`src/rtl/act_pkg.sv`:
```
// Shared constants for the activation repacker: lane counts, lane width and derived bus widths.
// Pure declarations, no logic.
// Used by act_repacker_if, act_fifo and act_repacker.
package act_pkg;

  localparam int ACT_BITS  = 8;                     // one activation channel
  localparam int OUT_LANES = 8;                     // channels per next-layer beat
  localparam int IN_LANES  = 16;                    // channels per layer output vector
  localparam int OUT_W_DEF = ACT_BITS * OUT_LANES;  // 64
  localparam int IN_W_DEF  = ACT_BITS * IN_LANES;   // 128

  // Occupancy counter width: must represent 0..depth inclusive.
  function automatic int lvl_w(input int depth);
    return $clog2(depth) + 1;
  endfunction

endpackage

```
`src/rtl/act_repacker_if.sv`:
```
// Capture/drain bus between upstream layer, repacker and next layer.
// Combinational signal bundle, no latency.
// Upstream side has no backpressure; downstream side is valid/ready.
// Ports: in_valid/in_act (capture strobe + vector), out_act/out_valid/out_ready (beat handshake).
interface act_repacker_if import act_pkg::*; #(
  parameter int IN_W  = IN_W_DEF,
  parameter int OUT_W = OUT_W_DEF
);

  logic             in_valid;
  logic [IN_W-1:0]  in_act;
  logic [OUT_W-1:0] out_act;
  logic             out_valid;
  logic             out_ready;

  // master: the environment (upstream producer + downstream consumer)
  modport master (output in_valid, output in_act, output out_ready,
                  input  out_act,  input  out_valid);

  // slave: the repacker itself
  modport slave  (input  in_valid, input  in_act,  input  out_ready,
                  output out_act,  output out_valid);

endinterface

```
`src/rtl/act_fifo.sv`:
```
// Entry storage for the repacker: DEPTH x W circular buffer with write/read pointers.
// Synchronous write, combinational head read (zero read latency).
// No full/empty tracking here; the owner guarantees wr_en only when space and rd_en only when occupied.
// Ports: clk, rst (sync, active-high), wr_en/wr_dat (push), rd_en (pop head), rd_dat (head entry).
module act_fifo import act_pkg::*; #(
  parameter int W     = IN_W_DEF,
  parameter int DEPTH = 4
) (
  input  logic         clk,
  input  logic         rst,
  input  logic         wr_en,
  input  logic [W-1:0] wr_dat,
  input  logic         rd_en,
  output logic [W-1:0] rd_dat
);

  localparam int PW = $clog2(DEPTH);

  logic [W-1:0]  mem [DEPTH];
  logic [PW-1:0] wr_ptr;
  logic [PW-1:0] rd_ptr;

  // DEPTH is a power of two, so natural pointer overflow is the modulo wrap.
  always_ff @(posedge clk) begin
    if (rst) begin
      wr_ptr <= '0;
      rd_ptr <= '0;
    end else begin
      if (wr_en) wr_ptr <= wr_ptr + PW'(1);
      if (rd_en) rd_ptr <= rd_ptr + PW'(1);
    end
  end

  // Storage itself is not reset; a write during reset is suppressed so a
  // capture strobe coinciding with reset cannot leave a stale entry behind.
  always_ff @(posedge clk) begin
    if (wr_en && !rst) mem[wr_ptr] <= wr_dat;
  end

  assign rd_dat = mem[rd_ptr];

endmodule

```
`src/rtl/act_repacker.sv`:
```
// Repacks IN_W-bit layer outputs into two OUT_W-bit beats (low channels first) for the next layer.
// Latency: capture in cycle N gives out_valid in N+1 when empty; beats hold while out_ready is low.
// Upstream cannot be stalled: captures arriving while full (and no entry freed that cycle) are dropped and counted.
// Ports: clk, rst (sync, active-high), bus (act_repacker_if.slave), level (occupancy 0..DEPTH),
//        overflow (sticky drop flag), drop_cnt (saturating drop count).
module act_repacker import act_pkg::*; #(
  parameter int IN_W  = IN_W_DEF,
  parameter int OUT_W = OUT_W_DEF,
  parameter int DEPTH = 4
) (
  input  logic                       clk,
  input  logic                       rst,
  act_repacker_if.slave              bus,
  output logic [$clog2(DEPTH):0]     level,
  output logic                       overflow,
  output logic [7:0]                 drop_cnt
);

  localparam int LW = $clog2(DEPTH) + 1;

  logic [LW-1:0]   level_q;
  logic            half_q;      // 0: head entry shows beat 0, 1: beat 1
  logic            ovf_q;
  logic [7:0]      drop_q;
  logic [IN_W-1:0] head;

  logic full;
  logic xfer;
  logic pop;
  logic accept;
  logic drop;

  assign full   = (level_q == LW'(DEPTH));
  assign xfer   = bus.out_valid && bus.out_ready;
  // An entry is freed only when its second beat leaves.
  assign pop    = xfer && half_q;
  // The slot freed by a same-cycle beat-1 transfer is reusable immediately,
  // so a full buffer still accepts a capture in that cycle.
  assign accept = bus.in_valid && (!full || pop);
  assign drop   = bus.in_valid && full && !pop;

  act_fifo #(
    .W     (IN_W),
    .DEPTH (DEPTH)
  ) u_fifo (
    .clk    (clk),
    .rst    (rst),
    .wr_en  (accept),
    .wr_dat (bus.in_act),
    .rd_en  (pop),
    .rd_dat (head)
  );

  always_ff @(posedge clk) begin
    if (rst) begin
      level_q <= '0;
      half_q  <= 1'b0;
      ovf_q   <= 1'b0;
      drop_q  <= '0;
    end else begin
      if (xfer) half_q <= !half_q;

      case ({accept, pop})
        2'b10:   level_q <= level_q + LW'(1);
        2'b01:   level_q <= level_q - LW'(1);
        default: level_q <= level_q;
      endcase

      if (drop) begin
        ovf_q <= 1'b1;
        if (drop_q != 8'hFF) drop_q <= drop_q + 8'd1;
      end
    end
  end

  assign bus.out_valid = (level_q != '0);
  assign bus.out_act   = half_q ? head[IN_W-1:OUT_W] : head[OUT_W-1:0];
  assign level         = level_q;
  assign overflow      = ovf_q;
  assign drop_cnt      = drop_q;

endmodule
```
`src/flat_wrapper.sv`:
```
// flat-port wrapper written by rule: the top's interface ports become plain ports
module act_repacker_flat import act_pkg::*;
#(
  parameter int IN_W  = IN_W_DEF,
  parameter int OUT_W = OUT_W_DEF,
  parameter int DEPTH = 4
)
  (clk, rst, level, overflow, drop_cnt, bus_in_valid, bus_in_act, bus_out_ready, bus_out_act, bus_out_valid);
  act_repacker_if #(.IN_W(IN_W), .OUT_W(OUT_W)) bus_i ();
  input  logic clk;
  input  logic rst;
  output logic [$clog2(DEPTH):0] level;
  output logic overflow;
  output logic [7:0] drop_cnt;
  input wire logic [$bits(bus_i.in_valid)-1:0] bus_in_valid;
  input wire logic [$bits(bus_i.in_act)-1:0] bus_in_act;
  input wire logic [$bits(bus_i.out_ready)-1:0] bus_out_ready;
  output wire logic [$bits(bus_i.out_act)-1:0] bus_out_act;
  output wire logic [$bits(bus_i.out_valid)-1:0] bus_out_valid;
  assign bus_i.in_valid = bus_in_valid;
  assign bus_i.in_act = bus_in_act;
  assign bus_i.out_ready = bus_out_ready;
  assign bus_out_act = bus_i.out_act;
  assign bus_out_valid = bus_i.out_valid;
  act_repacker #(.IN_W(IN_W), .OUT_W(OUT_W), .DEPTH(DEPTH)) u_core (.clk(clk), .rst(rst), .bus(bus_i), .level(level), .overflow(overflow), .drop_cnt(drop_cnt));
endmodule
```
`config.mk`:
```
export PLATFORM = sky130hd
export DESIGN_NAME = act_repacker_flat
export DESIGN_NICKNAME = d
export VERILOG_FILES = /design/src/rtl/act_pkg.sv /design/src/rtl/act_repacker_if.sv /design/src/rtl/act_fifo.sv /design/src/rtl/act_repacker.sv /design/src/flat_wrapper.sv
export SDC_FILE = /design/constraint.sdc
export NUM_CORES = 1
export LEC_CHECK = 0
export CAP_MARGIN = 20
export CORE_MARGIN = 2
export CORE_UTILIZATION = 33
export CTS_CLUSTER_SIZE = 30
export DETAILED_ROUTE_END_ITERATION = 16
export PLACE_DENSITY = 0.52
export SYNTH_ARGS = -nofsm -noshare
export SYNTH_HDL_FRONTEND = slang
export SYNTH_SLANG_ARGS = --single-unit
```
`constraint.sdc`:
```
create_clock -name clk -period 6.1 [get_ports clk]
set_clock_uncertainty 0.2 [all_clocks]
set_input_delay 0.61 -clock clk [delete_from_list [all_inputs] [get_ports clk]]
set_output_delay 0.61 -clock clk [all_outputs]
set_load 0.05 [all_outputs]
```
After elaboration in Yosys (flattened, before gate mapping). Memories as Yosys holds them, arrays and structs flattened. A register that Yosys moved wholly into a read port is not among the register bits. Cells that the tools add are included.

Word-level logic and storage cells: 36. Memories: 1. Bits in registers: 17. Bits in writable memories: 512.

Memories: u_core.u_fifo.mem (words 4, bits a word 128, read ports 1, clocked after Yosys merged registers in 1, wr ports 1, RTL line act_fifo.sv:19) `logic [W-1:0] mem [DEPTH];`.

Reductions and logical operators: 14. Mux-type cells: 6. Equality and inequality tests: 4. $add $sub $neg: 5.

Operators with widths (number): 64-bit 2-to-1 mux (1); 8-bit by 1-bit adder with 8-bit output (second input constant) (1); 8-bit inequality test (second input constant) (1); 1-bit logical AND (6); 3-bit case mux with 2 select lines (1); 2-bit by 1-bit adder with 2-bit output (second input constant) (2); 1-bit zero test (4); 2-bit 2-to-1 mux (2); 3-bit by 1-bit adder with 3-bit output (second input constant) (1); 3-bit equality test (second input constant) (1); 3-bit nonzero test (1); 3-bit by 1-bit subtractor with 3-bit output (second input constant) (1); 2-bit by 1-bit equality test with 1-bit output (second input constant) (1); 2-bit equality test (second input constant) (1); 1-bit 2-to-1 mux (2); 2-bit AND reduction (1); 2-bit nonzero test (1); 1-bit logical OR (1).

Depth between registers and ports, before layout.
Depth in word-level cells: 8. Mapped depth: 8. Gate-level depth less buffers: 8.

Cells and area by module. A second synthesis with hierarchy kept.

Cells, all modules: 846. Area total of the unflattened synthesis: 20300.7 sq um.

Modules (own cells, without submodules): act_fifo (cells an instance 695, area an instance 18845.6 sq um, instances 1); act_repacker (cells an instance 151, area an instance 1455.1 sq um, instances 1).

Least setup slack after synthesis. No wires, ideal clock.

Path type: register to register. Start: register u_core.level_q[0], in the netlist u_core.level[0]. End: memory u_core.u_fifo.mem[0][0] (netlist name) (enable). Buffers on the path: 0. Slack: 1312 ps. Setup time: 503 ps. Arrival: 4085 ps. Stages on the path, launching flop included: 4. Cells stage by stage: dfxtp_1 -> o41ai_4 -> nor2_1 -> and2_1.

Word-level cells in the longest chain between the ends: 8.

RTL lines: start, declared (RTL line act_repacker.sv:21) `logic [LW-1:0] level_q;`; start signal, assigned (RTL line act_repacker.sv:64) `2'b10: level_q <= level_q + LW'(1);`; start signal, assigned (RTL line act_repacker.sv:65) `2'b01: level_q <= level_q - LW'(1);`; start signal, assigned (RTL line act_repacker.sv:66) `default: level_q <= level_q;`; 3-bit nonzero test (RTL line act_repacker.sv:76) `assign bus.out_valid = (level_q != '0);`; 1-bit logical AND (RTL line act_repacker.sv:34) `assign xfer = bus.out_valid && bus.out_ready;`; 1-bit logical AND (RTL line act_repacker.sv:36) `assign pop = xfer && half_q;`; 1-bit logical OR (*) (RTL line act_repacker.sv:39) `assign accept = bus.in_valid && (!full || pop);`; 1-bit logical AND (*) (RTL line act_repacker.sv:39); 1-bit logical AND (*) (RTL line act_fifo.sv:37) `if (wr_en && !rst) mem[wr_ptr] <= wr_dat;`; 1-bit 2-to-1 mux (*) (RTL line act_fifo.sv:37); 1-bit 2-to-1 mux (not written as such) (*) (RTL line act_fifo.sv:37); end, declared (RTL line act_fifo.sv:19).

Mark *: on every way between the ends. The rest lies on a longest branch, timed or not.

==> results.md <==
- The total grt overflow is 0.
- The signal arrival time at the worst endpoint is 3640 ps.
- The fraction of synthesized cell area taken by the top area cell type is 76.24%.
- The kind of start point of the critical path is a flip-flop.
- The cell type with the largest total area after synthesis is edfxtp_1.
- The number of vias per cell is ~4.8.
- The CTS clock-pin slew for the worst setup and hold paths is roughly 60 ps.
- For the pin with the worst max-slew slack, the measured transition is between 1000 and 1500 ps.
- VDD sags by at most ~0.00021 V.
- The number of maximum-capacitance constraint violations is 0.
- The maximum number of pins on one net before global-route repair is 70.
- The number of post-CTS setup repair buffers is 0.
- In this run the clock root is driven by a clkbuf_16.
- The source of the worst hold timing path is u_core.overflow.
- Counting every instance in the synthesized netlist gives between 800 and 900.
- Clock tree synthesis inserted a total of between 50 and 60 buffers.
- The floorplan step set the die height to between 200 and 300 um.
- During synthesis, Yosys emitted a total of 0 warnings.
- The die covers between 60000 and 70000 um2.
- The worst setup path is of the reg2out kind.
- The tightest min-delay check is of the reg2reg type.
- Summed over all failing endpoints, the final setup total negative slack is 0 ps.
- In this run the static leakage power is 7.712 nW.
- The setup-violating endpoint count in the final report is 0.
- Before CTS, the worst setup slack after placement is ~2100 ps.
- The initial antenna violation count was 6.
- The number of hold-slack violations in the final timing report was 0.
- The minimum clock period is 4447 ps.
- Setup slack closes at about 1700 ps.
- The initial DRC count is approximately 480.
- The clock passes through at most 3 buffers.
- The clock tree from TritonCTS is yes.
- The overall die width is 251.2 um.
- In the layout the commonest cells are edfxtp_1 (512), clkdlybuf4s50_1 (208), mux4_2 (128), mux2_2 (65), clkbuf_16 (59).
- In this run the cell area of the synthesized design comes to about 20000 um2.
- Detailed placement ended at an HPWL of ~24 mm.
- The register-to-register setup slack is approximately 2800 ps.
- The DRC violations left is 0.
- The final number of max-transition violations was 0.
- The count of hold buffers inserted by post-cts repair is 0.
- Setup repair after global routing left no endpoint under its margin.
- The largest fanout on the critical path is 43.
- The area of the core is ~60000 um2.
- Routability-driven placement finished with a final weighted congestion of around 0.70.
- In this run the tightest slew margin relative to its limit is roughly a third.
- The synthesis-stage register bit count is between 500 and 600.
- Row generation in the floorplan step produced 90 rows.
- The flow ran to the end, and the final reports show no timing, DRC or antenna violations.
- The number of nets still failing antenna checks after routing is 0.
- For this design the top-level I/O count stands at approximately 210.
- Power spread over the standard cell area amounts to about 340 nW/um2.
- Summing over every cut layer, the via total after detailed routing is between 9000 and 10000.
- The count of buffers from port buffering is between 200 and 250.
- Global routing used a little over an eighth of the available tracks.
- The required time reported for the critical path endpoint is 5290 ps.
- The number of nets in the finished design is approximately 1200.
- The most common library cell in the layout ignoring fill and taps is edfxtp_1.
- The final cycle utilization of the critical path is between 70 and 80%.
- Dividing the synthesized area by the synthesized cell count gives approximately 24 um2.
- The fraction of layout instances using a drive strength above 1 is 26.70%.
- The effective utilization at floorplan is approximately a third.
- The total wirelength of the detailed-routed design is roughly 42 mm.
- The number of gates given a new drive strength after cts is 0.
- The number of cells traversed by the worst register-to-register path is 5.
- The number of global-route vias before repair is between 10000 and 15000.
- The post-synthesis sequential area ratio is 78.12%.
- The critical path endpoint category is an output port.
- When the netlist entered floorplanning its net count stood at 980.
- The number of different library cells used by synthesis comes to 35.
- The end of the worst register-to-register path is u_core.u_fifo.mem[2][1].
- The first-pass GRT wire length is ~63 mm.
- The maximum clock frequency is 224.9 MHz.
- The critical register-to-register path startpoint is u_core.half_q.
- The H-tree was split into 2 levels.
- Counting every sink on the clock net gives roughly 530.
- By area the synthesized netlist is led by edfxtp_1 (76%), mux4_2 (14%), mux2_2 (3.6%).
- The average detailed-routed wire length per instance is 21.87 um.
- The signed area change from the synthesized netlist to the final layout is 24.36%.
- Counting instances, the worst hold path has a depth of 2.
- The iteration count of the initial detailed-routing pass is 4.
- The worst-case hold path end point is u_core.overflow.
- The clock latency reported for the late side of the worst-skew pair is roughly 600 ps.
==> Yosys cell counts, drive strengths merged <==
master,instances
edfxtp,512
mux4,128
mux2,65
buf,32
dfxtp,19
nor2,15
inv,7
a21oi,6
ha,6
and2,5
clkbuf,5
nand2,5
nor3,5
xor2,4
and4,3
mux2i,3
a311oi,2
nand2b,2
nand3,2
o21ai,2
or3,2
xnor2,2
a31oi,1
and3,1
and4b,1
fa,1
nand4bb,1
nor2b,1
o21a,1
o311a,1
o41ai,1
==> sequential cells by signal (all words and copies together) (netlist names), named ones only <==
register	flops
u_core.u_fifo.mem	512
u_core.drop_cnt	8
u_core.level	3
u_core.u_fifo.rd_ptr	2
u_core.u_fifo.wr_ptr	2
u_core.half_q	1
u_core.overflow	1
==> per-stage QoR <==
| stage | hold slack [ps] | cell area (um2) | instances | util [%] | power (mW) |
|---|---|---|---|---|---|
| final | 291.0 | 25080 | 1921 | 41.55 | 8.466 |
| after global routing | 326.4 | 25070 | 1918 | 41.54 | 8.764 |
| after CTS | 290.4 | 25070 | 1917 | 41.54 | 8.594 |
| after floorplan | 284.7 | 20170 | 841 | - | 4.805 |
| after detailed placement | 276.5 | 23210 | 1811 | 38.46 | 5.168 |
| after global placement | 260.8 | 23210 | 1811 | 38.46 | 5.162 |
==> worst max-delay path by stage <==
stage               cells past startpoint  slack [ps]                      end
finish                                  4        1650          bus_out_act[16]
CTS                                     4        1470          bus_out_act[33]
global placement                        4        2140          bus_out_act[33]
detailed placement                      4        2140          bus_out_act[33]
floorplan                               4        1310  u_core.u_fifo.mem[0][0]
global route                            4        1380          bus_out_act[14]
==> worst max-delay path, stage by stage, from the launching register on <==
cell	delay (ps)
dfxtp_4	1020
buf_4	450
mux4_2	550
mux2_2	280
clkdlybuf4s50_1	700
==> per-layer routing <==
metal  global-route usage (%)  share of wire [%]
met2                    21.53                 47
met1                    18.09                 45
met3                    3.324                5.5
met4                    4.235                2.2
met5                        0               0.17
==> power breakdown <==
group          internal, mW  total, mW  switching (mW)  leakage, nW
sequential             4.12       4.17          0.0570         4.81
combinational         0.380      0.902           0.522         2.00
clock                  2.01       3.39            1.38        0.904
total                  6.51       8.47            1.96         7.71
==> kinds of logic (layout without fill, tap and decap cells) <==
kind of cell / count (synthesis) / after routing / synth area share (%)
and+or+nand+nor: 43 / 43 / 1.148
buffers and inverters: 44 / 338 / 1.384
muxes: 196 / 196 / 18.07
DFF: 531 / 531 / 78.12
adders and majority gates: 7 / 7 / 0.4715
AOI/OAI and AO/OA: 14 / 14 / 0.5398
other: 0 / 4 / 0
xor gates and xnor gates: 6 / 6 / 0.2606
==> area by class of cell <==
class                           instances  area [um2]
Antenna cell                            4       10.01
Timing Repair Buffer                  225        2297
Fill cell                            5374       35280
Tap cell                              782       978.4
Clock inverter                         40       356.6
Multi-Input combinational cell        266        4143
Sequential cell                       531       15770
Inverter                                7       26.28
Clock buffer                           66        1503
Power figures use the tool's default switching activity.
